### src/rtl/rca_ora.sv
// Output response analyzer for the ripple-carry adder self-test path.
// Recomputes a+b+cin on chip, aligns it to the adder latency, and scores an 8-pattern session.
module rca_ora #(
  parameter int WIDTH = 5,
  parameter int LAT   = 0
) (
  input  logic             clk,
  input  logic             init,
  input  logic             start,
  input  logic [WIDTH-1:0] a,
  input  logic [WIDTH-1:0] b,
  input  logic             c_1,
  input  logic [WIDTH-1:0] s,
  input  logic             c_out,
  output logic             busy,
  output logic             done,
  output logic             pass,
  output logic [3:0]       err_cnt,
  output logic [2:0]       first_fail,
  output logic [WIDTH:0]   syndrome
);

  typedef enum logic [1:0] {IDLE, FILL, RUN, DONE} state_t;

  localparam logic [1:0] FILL_LAST = 2'(LAT - 1);

  state_t         state, nxt;
  logic [1:0]     fill_cnt;
  logic [2:0]     idx;
  logic [WIDTH:0] exp_now, exp_al, err;
  logic           mis, start_ok;

  assign exp_now = {1'b0, a} + {1'b0, b} + {{WIDTH{1'b0}}, c_1};

  // Delay line shifts unconditionally so it is already primed when FILL ends.
  generate
    if (LAT > 0) begin : g_dly
      logic [LAT-1:0][WIDTH:0] dl_q;
      always_ff @(posedge clk) begin
        if (!init) begin
          dl_q <= '0;
        end else begin
          dl_q[0] <= exp_now;
          for (int i = 1; i < LAT; i++) dl_q[i] <= dl_q[i-1];
        end
      end
      assign exp_al = dl_q[LAT-1];
    end else begin : g_nodly
      assign exp_al = exp_now;
    end
  endgenerate

  assign err      = {c_out, s} ^ exp_al;
  assign mis      = |err;
  assign start_ok = start && (state == IDLE || state == DONE);

  always_ff @(posedge clk) begin
    if (!init) state <= IDLE;
    else       state <= nxt;
  end

  always_comb begin
    nxt = state;
    case (state)
      IDLE, DONE: if (start) nxt = (LAT == 0) ? RUN : FILL;
      FILL:       if (fill_cnt == FILL_LAST) nxt = RUN;
      RUN:        if (idx == 3'd7) nxt = DONE;
      default:    nxt = IDLE;
    endcase
  end

  always_ff @(posedge clk) begin
    if (!init) begin
      fill_cnt   <= '0;
      idx        <= '0;
      err_cnt    <= '0;
      first_fail <= '0;
      syndrome   <= '0;
    end else if (start_ok) begin
      fill_cnt   <= '0;
      idx        <= '0;
      err_cnt    <= '0;
      first_fail <= '0;
      syndrome   <= '0;
    end else if (state == FILL) begin
      fill_cnt <= fill_cnt + 2'd1;
    end else if (state == RUN) begin
      idx <= idx + 3'd1;
      if (mis) begin
        err_cnt  <= err_cnt + 4'd1;
        syndrome <= syndrome | err;
        if (err_cnt == 4'd0) first_fail <= idx;
      end
    end
  end

  // Pure decodes of registered state, so no input reaches an output combinationally.
  assign busy = (state == FILL) || (state == RUN);
  assign done = (state == DONE);
  assign pass = done && (err_cnt == 4'd0);

endmodule

### config.mk
export PLATFORM = sky130hd
export DESIGN_NAME = rca_ora
export DESIGN_NICKNAME = d
export VERILOG_FILES = /design/src/rtl/rca_ora.sv
export SDC_FILE = /design/constraint.sdc
export NUM_CORES = 1
export LEC_CHECK = 0
export CORE_UTILIZATION = 40
export CTS_BUF_LIST = sky130_fd_sc_hd__clkbuf_16
export DETAILED_ROUTE_END_ITERATION = 12
export GPL_TIMING_DRIVEN = 0
export HOLD_SLACK_MARGIN = 0.1
export PLACE_DENSITY = 0.75
export SYNTH_ARGS = -nofsm -noshare
export SYNTH_HDL_FRONTEND = slang
export SYNTH_SLANG_ARGS = --single-unit
### constraint.sdc
create_clock -name clk -period 7.4 [get_ports clk]
set_input_delay 1.48 -clock clk [delete_from_list [all_inputs] [get_ports clk]]
set_output_delay 1.48 -clock clk [all_outputs]
set_load 0.05 [all_outputs]
Word-level counts from Yosys, hierarchy flattened
Cells that the tools add are included.
- flip-flop bits (word level): 20
- input bits: 20
- output and inout bits: 16
- add/sub/neg operators: 5
- eq/ne operators: 8
- mux-type cells: 4
- bitwise operators: 4
- reductions and logical operators: 13
- operator list (kind ; count):
    $add A5 B5 Y6 ; 1
    $add A6 B1 Y6 ; 1
    $eq A2 B2 Y1 const B ; 3
    $mux W2 ; 3
    $ne A2 B2 Y1 const B ; 3
    $or A6 B6 Y6 ; 1
    $pmux W2 S3 ; 1
    $reduce_and A3 Y1 ; 2
    $reduce_or A6 Y1 ; 1
    $xor A6 B6 Y6 ; 1
    $add A4 B1 Y4 const B ; 1
    $logic_not A4 Y1 ; 1
    $reduce_and A4 Y1 ; 1
    $reduce_or A2 Y1 ; 2
    $add A3 B1 Y3 const B ; 1
    $eq A3 B3 Y1 const B ; 1
    $add A2 B1 Y2 const B ; 1
    $eq A2 B1 Y1 const B ; 1
    $logic_and A1 B1 Y1 ; 2
    $logic_not A2 Y1 ; 1
    $logic_or A1 B1 Y1 ; 2
    $not A1 Y1 ; 2
    $reduce_and A2 Y1 ; 1

Longest topological paths before layout
Gate-level depths: netlist (run 1).
- depth in word-level cells: 5
- mapped depth: 8

Worst setup path after synthesis (run 1)
Ideal clock, no wire load.
- path kind: input to register
- from: input a[0]
- to: register syndrome[0]
- arrival time: 3.445 ns
- required time: 7.283 ns
- path slack: 3.838 ns
- stages: 8
- cells stage by stage: inv_1 > fa_1 > fa_1 > xnor3_1 > and3b_1 > and3_4 > a31oi_4 > a22o_1
- cells in the longest elaborated chain, start to end: 5
- RTL lines (what ; line ; RTL):
    start: declaration ; 10 ; input logic [WIDTH-1:0] a,
    $add A5 B5 Y6 (*) ; 33 ; assign exp_now = {1'b0, a} + {1'b0, b} + {{WIDTH{1'b0}}, c_1};
    $add A6 B1 Y6 (*) ; 33 ;
    $xor A6 B6 Y6 (*) ; 53 ; assign err = {c_out, s} ^ exp_al;
    $reduce_or A6 Y1 ; 54 ; assign mis = |err;
    $reduce_and A3 Y1 (no source line) ; -- ;
    end signal: assignment ; 91 ; syndrome <= syndrome | err;
    end: declaration ; 20 ; output logic [WIDTH:0] syndrome
Every way passes the cells marked *; elsewhere a longest branch is shown, timed or not.
A chain may end at the register's enable or synchronous reset.

Worst setup path in the final report (run 1)
- from: input a[0]
- to: register first_fail[2]
- cells in the longest elaborated chain, start to end: 5
- RTL lines (what ; line ; RTL):
    $add A5 B5 Y6 ; 33 ;
    $add A6 B1 Y6 ; 33 ;
    $xor A6 B6 Y6 ; 53 ;
    $reduce_or A6 Y1 ; 54 ;
    $reduce_and A4 Y1 (no source line) ; -- ;
    end signal: assignment ; 92 ; if (err_cnt == 4'd0) first_fail <= idx;
    end: declaration ; 19 ; output logic [2:0] first_fail,
Every way passes these cells.

==> results.tsv, run 1 <==
stage	metric	value	unit
setup_path	crit_arrival	4.15	ns
clocking	clkTransAtPathRegs	0.06	ns
setup_path	cp_cell_sequence	clkdlybuf4s50_1 -> inv_1 -> fa_1 -> fa_1 -> xnor3_1 -> and3b_1 -> and3_4 -> a31oi_4 -> mux2i_1	
grt	grt_overflow	0	
floorplanning	std_cell_rows	20	
logic_synthesis	yosysSeqAreaShare	30.4	%
logic_synthesis	synth_fp_nets	172	
placement	port-buffer-count	35	
power	peakVddDrop	0.144	mV
finish	drive_above_1_share	7.91	%
clocking	cts_root_buf	clkbuf_16	
clocking	post_cts_buffers	0	
clocking	cts_hold_buf	0	
timing	setup_ws	3.43	ns
placement	gp_congestion	0.799	
setup_path	path_common_cell	fa_1	
route	antenna_left	0	
logic_synthesis	ys_ff_latch	20	
clocking	cts_buffer_depth	2	
logic_synthesis	synth_cell_types	39	
finish	nets	212	
route	drtPass1Iterations	4	
timing	worstMarginPinSlew	0.543	ns
floorplanning	die_area	3520	um2
job	cap_violations	0	
power	p_leak	0.000747	uW
finish	fin_cells	221	
timing	min_period_over_period	53.7	%
finish	regArea	400	um2
power	p_sw_share	33.8	%
setup_path	cp_max_fo	3	
logic_synthesis	yosys_most_used_dff	dfxtp_1	
logic_synthesis	netlist_area	1320	um2
timing	setup_violations	0	
route	routed_via_density	5.15	
placement	hpwl	2.40	mm
grt	first_global_vias	1159	
route	post_drt_wl_per_cell	13.7	um
grt	grt_usage	19.0	%
power	pwr-share-comb	37.9	%
power	power.share.sequential	28.4	%
route	drt_iter0_markers	41	
hold_path	hp-class	reg2reg	
timing	max_slew_margin	63.8	%
logic_synthesis	ys.warnings.count	0	
route	finalWirelength	3.03	mm
floorplanning	pin_count	36	
clocking	tritoncts	built	
setup_path	slowest_stage	fa_1	
logic_synthesis	synthArstFlopShare	0	%
setup_path	r2r_start	state[0]$_SDFFE_PN0P_	
clocking	ctsHtreeMaxLevel	1	
floorplanning	core_area	3080	um2
timing	period_minus_slack	3.97	ns
setup_path	critPathLaunch	a[0]	
power	p_clk_share	33.7	%
route	drc	0	
power	p_int	294	uW
placement	placed_cells	217	
clocking	clk_latency	0.25	ns
clocking	post_cts_resized	0	
setup_path	path_buf_inv	2	
timing	skew	0.00120	ns
setup_path	end_kind	flip-flop	
finish	area_growth	38.8	%
finish	diodes	0	
timing	setup_tns	0	ns
hold_path	min_from	first_fail[0]$_SDFFE_PP0P_	
timing	hold_viol_final	0	
timing	max_freq	0.252	GHz
setup_path	critPathLaunchType	input pin	
finish	multi_input_area	852	um2
power	p_per_area	243	nW/um2
floorplanning	die_w	59.4	um
placement	place_ws	3.19	ns
logic_synthesis	syn_area_per_cell	9.54	um2
setup_path	crit_family	adder cells	
finish	fillCellCount	267	
clocking	cts.sinks	20	
grt	grt_start_max_net_pins	13	
power	switchingPower	150	uW
floorplanning	die_h	59.4	um
timing	final_max_slew_viol_count	0	
setup_path	cpPeakStageDelay	0.46	ns
floorplanning	initial_utilization	42.8	%
setup_path	cp.required	7.58	ns
finish	postLayoutCoreUtil	59.3	%
logic_synthesis	synth_edf_count	0	
grt	antenna_found_initial	0	
setup_path	critPathKind	in2reg	
timing	rsz0062_at_grt	false	
clocking	cts_made_buffers	3	
grt	grt_pass1_wl	5.02	mm
logic_synthesis	syn_inst	138	
timing	holdWs	0.474	ns
run_status	status	complete, no violations	
route	vias	1139	
==> worst reg2reg max path, stage by stage, from the launching register on <==
cell and delay [ns]:
dfxtp_1 0.36, inv_1 0.07, ha_1 0.30, nand2_1 0.08, and2_1 0.12, clkbuf_1 0.27, clkbuf_1 0.42, nand2_1 0.11
mux2i_1 0.15
==> layout make-up <==
type | instances | area share [%]
clock inverter | 1 | 1.64
sequential | 20 | 21.9
multi-input combinational | 101 | 46.6
timing repair buffer | 35 | 19.2
inverter | 13 | 2.67
clock buffer | 3 | 4.11
buffer | 4 | 0.822
tap | 44 | 3.01
==> metrics by stage <==
| step | instance area [um2] | total power (uW) |
|---|---|---|
| after global placement | 1720 | 289 |
| after detailed placement | 1720 | 296 |
| after floorplan | 1320 | 247 |
| after CTS | 1830 | 445 |
| final | 1830 | 444 |
| after global routing | 1830 | 464 |
==> power by group through the flow <==
stage	clock, uW	combinational [uW]	sequential, uW
CTS	150	169	126
global placement	0	161	127
floorplan	0	100	147
global route	155	181	128
detailed placement	0	167	129
finish	150	168	126
==> flip-flops by register name (all words and copies together) (netlist names) <==
register,cells
err_cnt,4
fill_cnt,2
first_fail,3
idx,3
state,2
syndrome,6
==> synthesized netlist by cell type (4+ instances only) <==
cell type / n / share of area [%]
a21oi_1: 4 / 1.5
nor2_1: 10 / 2.9
inv_1: 13 / 3.7
clkbuf_1: 4 / 1.1
mux2i_1: 8 / 6.1
ha_1: 12 / 11
xor2_1: 4 / 2.7
nand2_1: 15 / 4.3
dfxtp_1: 20 / 30
==> worst paths after layout <==
kind	end	slack [ns]	cells after the start
worst max register to register	first_fail[2]$_SDFFE_PP0P_	5.44	8
worst min register to register	first_fail[0]$_SDFFE_PP0P_	0.47	2
worst min-delay path	first_fail[0]$_SDFFE_PP0P_	0.47	2
worst max-delay path	first_fail[2]$_SDFFE_PP0P_	3.43	9
==> kinds of logic (layout without fill, tap and decap cells) <==
| kind of cell | after synthesis | count (layout) | share of synthesized area (%) |
|---|---|---|---|
| simple gates | 44 | 44 | 17.9 |
| compound gates | 26 | 26 | 17.9 |
| flops | 20 | 20 | 30.4 |
| buf+inv | 17 | 56 | 4.85 |
| fa+ha+maj | 14 | 14 | 14.4 |
| xor+xnor | 9 | 9 | 8.46 |
| mux | 8 | 8 | 6.08 |
==> per-layer routing <==
metal	wire length, um	GRT usage, %	up-vias
met5	0	0	-
met3	124	2.84	8
li1	-	-	564
met2	1470	32.7	39
met1	1350	23.4	528
met4	80	7.82	0
==> placed cells by master (no fill, tap or decap), drive strengths merged, types with 2 or more instances in the layout <==
cell type,n
xor2,4
nand2,15
clkdlybuf4s50,35
nor2,10
nor3b,2
a31oi,2
clkbuf,7
o21a,2
dfxtp,20
ha,12
and2,3
a21o,2
fa,2
inv,13
nand3,3
xnor2,4
a211o,2
o211ai,2
o31ai,2
a21oi,4
a22o,2
o21ai,3
mux2i,8
and3b,3
Note: power is estimated with default switching activity, not from simulation.
==> run 2: changes to the inputs <==
- PLACE_DENSITY: 0.75 -> 0.78
- clock period: 7.4 -> 3.2 ns (I/O delays scaled with it)
==> run 2 against run 1 <==
Core utilization fell by 0.85 points. Largest power group unchanged. Final area down 1.4%. Critical endpoint is now err_cnt[1]$_SDFFE_PP0P_. Highest routed layer unchanged. Worst setup slack lost 3.3 ns. Wire length shrank 6.3%. Combinational power rose by 130%. Total power is 110% higher. Critical path depth did not move. First-iteration DRC count decreased by 46%. Via count is 3.3% lower.
==> results.tsv, run 2 (synthesis results as in run 1) <==
stage	metric	value	unit
grt	grt_util_met3	5.90	%
timing	max_freq	0.325	GHz
grt	antenna_found_initial	0	
power	power.share.sequential	31.2	%
power	switchingPower	336	uW
timing	max_slew_margin	66.1	%
setup_path	cpPeakStageDelay	0.46	ns
setup_path	r2r_start	state[0]$_SDFFE_PN0P_	
clocking	post_cts_buffers	0	
placement	gp_congestion	0.754	
power	p_sw_share	36.0	%
setup_path	critPathKind	in2reg	
setup_path	rrSetupSlack	1.32	ns
finish	largest_reg_flops	6	
finish	diodes	0	
grt	grt_pass1_wl	4.93	mm
hold_path	hold_path_depth	2	
setup_path	crit_arrival	3.26	ns
finish	mostFrequentLayoutCells	clkdlybuf4s50_1, dfxtp_1, nand2_1	
route	routed_via_density	4.98	
route	vias	1101	
route	finalWirelength	2.84	mm
clocking	cts_made_buffers	3	
clocking	cts_buffer_depth	2	
setup_path	crit_family	adder cells	
grt	top_usage_layer	met2	
power	p_leak	0.000734	uW
grt	grt_start_max_net_pins	12	
floorplanning	core_area	3080	um2
finish	multi_input_area	852	um2
setup_path	rr_endpoint	first_fail[0]$_SDFFE_PP0P_	
floorplanning	std_cell_rows	20	
setup_path	critPathLaunchType	input pin	
clocking	cts_hold_buf	0	
grt	first_global_vias	1149	
placement	port-buffer-count	35	
hold_path	hp-class	reg2reg	
timing	holdWs	0.468	ns
finish	postLayoutCoreUtil	58.5	%
placement	placed_cells	217	
finish	drive_above_1_share	7.34	%
clocking	cts.sinks	20	
floorplanning	die_h	59.4	um
floorplanning	die_w	59.4	um
finish	final_common_cell	clkdlybuf4s50_1	
floorplanning	die_area	3520	um2
route	post_drt_wl_per_cell	12.8	um
finish	nets	212	
job	cap_violations	0	
power	pwr-share-comb	41.2	%
route	antenna_left	0	
setup_path	end_kind	flip-flop	
timing	skew	0.00168	ns
clocking	clkTransAtPathRegs	0.05	ns
grt	grt.met1_usage	22.7	%
clocking	ctsHtreeMaxLevel	1	
floorplanning	initial_utilization	42.8	%
grt	use_met2	32.4	%
power	p_clk_share	27.6	%
finish	reg.largest.list	syndrome: 6 flops, err_cnt: 4 flops	
setup_path	path_common_cell	fa_1	
power	p_per_area	519	nW/um2
setup_path	cp_max_fo	4	
clocking	tritoncts	built	
hold_path	min_from	first_fail[1]$_SDFFE_PP0P_	
placement	hpwl	2.32	mm
setup_path	path_buf_inv	2	
placement	placed_area	1720	um2
timing	setup_violations	0	
setup_path	r2r.worst_path.cells	8	
setup_path	cp_cell_sequence	clkdlybuf4s50_1 -> inv_1 -> fa_1 -> fa_1 -> xnor3_1 -> and3b_1 -> and3_4 -> a31oi_4 -> mux2i_1	
route	drtPass1Iterations	3	
power	peakVddDrop	0.380	mV
timing	worstMarginPinSlew	0.507	ns
finish	area_growth	36.8	%
power	p_int	598	uW
setup_path	slowest_stage	fa_1	
timing	hold_viol_final	0	
setup_path	cp.required	3.38	ns
finish	top_register	syndrome	
timing	rsz0062_at_grt	false	
run_status	status	complete, no violations	
finish	fillCellCount	266	
floorplanning	pin_count	36	
clocking	cts_root_buf	clkbuf_16	
timing	setup_tns	0	ns
clocking	clk_latency	0.25	ns
timing	final_max_slew_viol_count	0	
grt	grt_overflow	0	
hold_path	min_to	first_fail[1]$_SDFFE_PP0P_	
finish	final_cell_area	1800	um2
timing	min_period_over_period	96.2	%
finish	regArea	400	um2
route	drc	0	
finish	fin_cells	221	
timing	period_minus_slack	3.08	ns
route	drt_iter0_markers	22	
grt	grt_usage	18.7	%
==> run 2: timing repair <==
item                       in CTS  in global routing
setup endpoints to repair       0                  1
hold endpoints to repair        0                  0
resized for setup               0                  0
==> run 2: routing by layer <==
layer	routed length (um)	vias up
met1	1250	516
met4	25	0
met2	1440	22
met3	125	4
met5	0	-
li1	-	559
==> run 2: layout make-up <==
cell class	count	share of cell area [%]
multi-input cells	101	47.3
well taps	44	3.06
plain buffers	4	0.834
clock inverters	1	0.208
inverters	13	2.71
clock buffers	3	4.17
repair buffers	35	19.5
flip-flops and latches	20	22.2
==> run 2: worst max path at each step <==
stage	from	to	slack, ns	cells past startpoint
global route	b[0]	err_cnt[2]$_SDFFE_PP0P_	0.003	9
finish	a[0]	err_cnt[1]$_SDFFE_PP0P_	0.12	9
floorplan	a[0]	syndrome[0]$_SDFFE_PP0P_	0.48	8
global placement	a[0]	first_fail[1]$_SDFFE_PP0P_	-0.11	9
detailed placement	a[0]	first_fail[0]$_SDFFE_PP0P_	-0.16	9
CTS	a[0]	first_fail[2]$_SDFFE_PP0P_	0.08	9
==> run 2: per-stage QoR <==
step | power, uW | worst slack, ns
global route | 983 | 0.00272
global placement | 666 | -0.113
floorplan | 572 | 0.478
finish | 934 | 0.122
detailed placement | 683 | -0.158
CTS | 939 | 0.0826
==> run 2: worst reg2reg max path, cell delays in order (launching register included) <==
cell      delay [ns]
dfxtp_1         0.36
inv_1           0.07
ha_1            0.30
nand2_1         0.07
and2_1          0.12
clkbuf_1        0.25
clkbuf_1        0.39
nand2_1         0.11
mux2i_1         0.14
==> run 2: power by group through the flow <==
stage / clock network (uW) / logic [uW] / registers (uW)
CTS: 260 / 387 / 292
finish: 258 / 385 / 292
global route: 271 / 416 / 295
floorplan: 0 / 231 / 341
detailed placement: 0 / 386 / 297
global placement: 0 / 372 / 295
==> run 3: changes to the inputs <==
- ABC_CLOCK_PERIOD_IN_PS: unset -> 3200
- GPL_TIMING_DRIVEN: 0 -> unset
- PLACE_DENSITY: 0.78 -> 0.74
==> run 3 against run 2 <==
Combinational power about the same. Sequential power about the same. Die area unchanged. Worst setup slack improved by 0.0044 ns. Core utilization decreased by 0.37 points. Final area decreased by 0.63%. Hold slack improved by 0.0060 ns. Wire length decreased by 2.1%. Non-clock buffer count decreased by 3. Sequential share of layout area increased by 0.14 points. Sequential cell count unchanged. Largest cell class unchanged. Highest routed layer unchanged.
==> results.tsv, run 3 (synthesis results as in run 1) <==
stage	metric	value	unit
run_status	status	complete, no violations	
floorplanning	core_area	3080	um2
setup_path	slowest_stage	fa_1	
clocking	cts.sinks	20	
setup_path	path_common_cell	fa_1	
timing	hold_viol_final	0	
route	finalWirelength	2.78	mm
setup_path	rr_endpoint	state[0]$_SDFFE_PN0P_	
finish	top_register	syndrome	
power	p_per_area	517	nW/um2
route	drt_iter0_markers	29	
timing	setup_violations	0	
route	drc	0	
placement	placed_area	1710	um2
route	post_drt_wl_per_cell	12.8	um
grt	antenna_found_initial	0	
grt	grt_overflow	0	
route	routed_via_density	5.06	
clocking	clkTransAtPathRegs	0.05	ns
setup_path	end_kind	flip-flop	
clocking	tritoncts	built	
finish	fin_cells	217	
grt	grt_pass1_wl	4.66	mm
finish	reg.largest.list	syndrome: 6 flops, err_cnt: 4 flops	
clocking	cts_buffer_depth	2	
power	peakVddDrop	0.395	mV
timing	period_minus_slack	3.07	ns
grt	grt_start_max_net_pins	17	
job	cap_violations	0	
clocking	cts_made_buffers	3	
clocking	cts_hold_buf	0	
timing	setup_ws	0.126	ns
clocking	ctsHtreeMaxLevel	1	
setup_path	r2r_start	state[1]$_SDFFE_PN0P_	
setup_path	cp.required	3.37	ns
grt	grt_usage	17.8	%
floorplanning	die_h	59.4	um
finish	multi_input_area	852	um2
clocking	clk_latency	0.25	ns
timing	skew	0.00207	ns
setup_path	crit_family	adder cells	
setup_path	cpPeakStageDelay	0.46	ns
floorplanning	die_area	3520	um2
finish	final_common_cell	clkdlybuf4s50_1	
floorplanning	std_cell_rows	20	
placement	placed_cells	214	
power	p_leak	0.000733	uW
setup_path	critPathKind	in2reg	
timing	min_period_over_period	96.1	%
setup_path	rrSetupSlack	1.31	ns
finish	area_growth	35.9	%
placement	gp_congestion	0.841	
finish	regArea	400	um2
hold_path	hp-class	reg2reg	
timing	max_slew_margin	64.5	%
route	antenna_left	0	
finish	drive_above_1_share	8.09	%
setup_path	cp_max_fo	4	
setup_path	crit_arrival	3.25	ns
clocking	cts_root_buf	clkbuf_16	
placement	hpwl	2.17	mm
setup_path	cp.depth	9	
route	drtPass1Iterations	4	
finish	largest_reg_flops	6	
finish	diodes	0	
setup_path	r2r.worst_path.cells	6	
route	vias	1099	
setup_path	critPathLaunch	a[0]	
timing	rsz0062_at_grt	false	
setup_path	critPathLaunchType	input pin	
setup_path	path_buf_inv	2	
setup_path	crit_end	err_cnt[1]$_SDFFE_PP0P_	
timing	final_max_slew_viol_count	0	
timing	worstMarginPinSlew	0.532	ns
finish	final_cell_area	1790	um2
finish	nets	209	
floorplanning	initial_utilization	42.8	%
floorplanning	die_w	59.4	um
finish	fillCellCount	277	
setup_path	cp_cell_sequence	clkdlybuf4s50_1 -> inv_1 -> fa_1 -> fa_1 -> xnor3_1 -> and3b_1 -> and3_4 -> a31oi_4 -> mux2i_1	
placement	port-buffer-count	35	
finish	mostFrequentLayoutCells	clkdlybuf4s50_1, dfxtp_1, nand2_1	
floorplanning	pin_count	36	
placement	place_ws	-0.148	ns
timing	max_freq	0.325	GHz
grt	first_global_vias	1043	
## run 3: area by class of cell
class | instances | area share (%)
clock buffer | 3 | 4.20
inverter | 13 | 2.73
multi-input combinational | 101 | 47.6
sequential | 20 | 22.4
tap | 44 | 3.08
timing repair buffer | 36 | 20.0
## run 3: stage by stage
| stage | hold WS (ns) | TNS (ns) | total power (uW) | utilization (%) |
|---|---|---|---|---|
| 6_report | 0.474 | 0 | 924 | 58.1 |
| 5_1_grt | 0.489 | 0 | 971 | 58.1 |
| 4_1_cts | 0.475 | 0 | 926 | 58.1 |
| 3_5_place_dp | 0.456 | -0.819 | 679 | 55.7 |
| 3_3_place_gp | 0.453 | -0.500 | 672 | 55.7 |
| 2_1_floorplan | 0.454 | 0 | 572 | - |
## run 3: timing repair
action,CTS,global route
resized for setup,0,0
buffers inserted,0,0
setup endpoints to repair,0,2
## run 3: worst min path at each step
stage | to | slack (ns) | startpoint | cells after the start
floorplan | first_fail[1]$_SDFFE_PP0P_ | 0.45 | idx[1]$_SDFFE_PP0P_ | 2
global placement | syndrome[2]$_SDFFE_PP0P_ | 0.45 | syndrome[2]$_SDFFE_PP0P_ | 2
detailed placement | first_fail[0]$_SDFFE_PP0P_ | 0.46 | first_fail[0]$_SDFFE_PP0P_ | 2
CTS | first_fail[0]$_SDFFE_PP0P_ | 0.48 | first_fail[0]$_SDFFE_PP0P_ | 2
global route | first_fail[0]$_SDFFE_PP0P_ | 0.49 | first_fail[0]$_SDFFE_PP0P_ | 2
finish | syndrome[2]$_SDFFE_PP0P_ | 0.47 | syndrome[2]$_SDFFE_PP0P_ | 2
## run 3: worst register-to-register path, stage by stage, from the launching register on
cell and delay [ns]:
dfxtp_1 0.37, ha_1 0.48, inv_1 0.26, o221a_2 0.36, nand2_1 0.07, o21ai_0 0.08, and2_1 0.16
## run 3: where the power goes
group	switching (uW)	internal (uW)	total, uW
clock network	83.2	164	248
logic	224	160	384
registers	19.8	273	293
total	327	597	924
## run 3: layer usage
metal / up-vias / GRT usage, % / share of wire [%]
met5: - / 0 / 0
met4: 0 / 5.10 / 0.72
met3: 2 / 4.15 / 3.1
met2: 23 / 27.4 / 47
met1: 519 / 24.6 / 49
li1: 555 / - / -
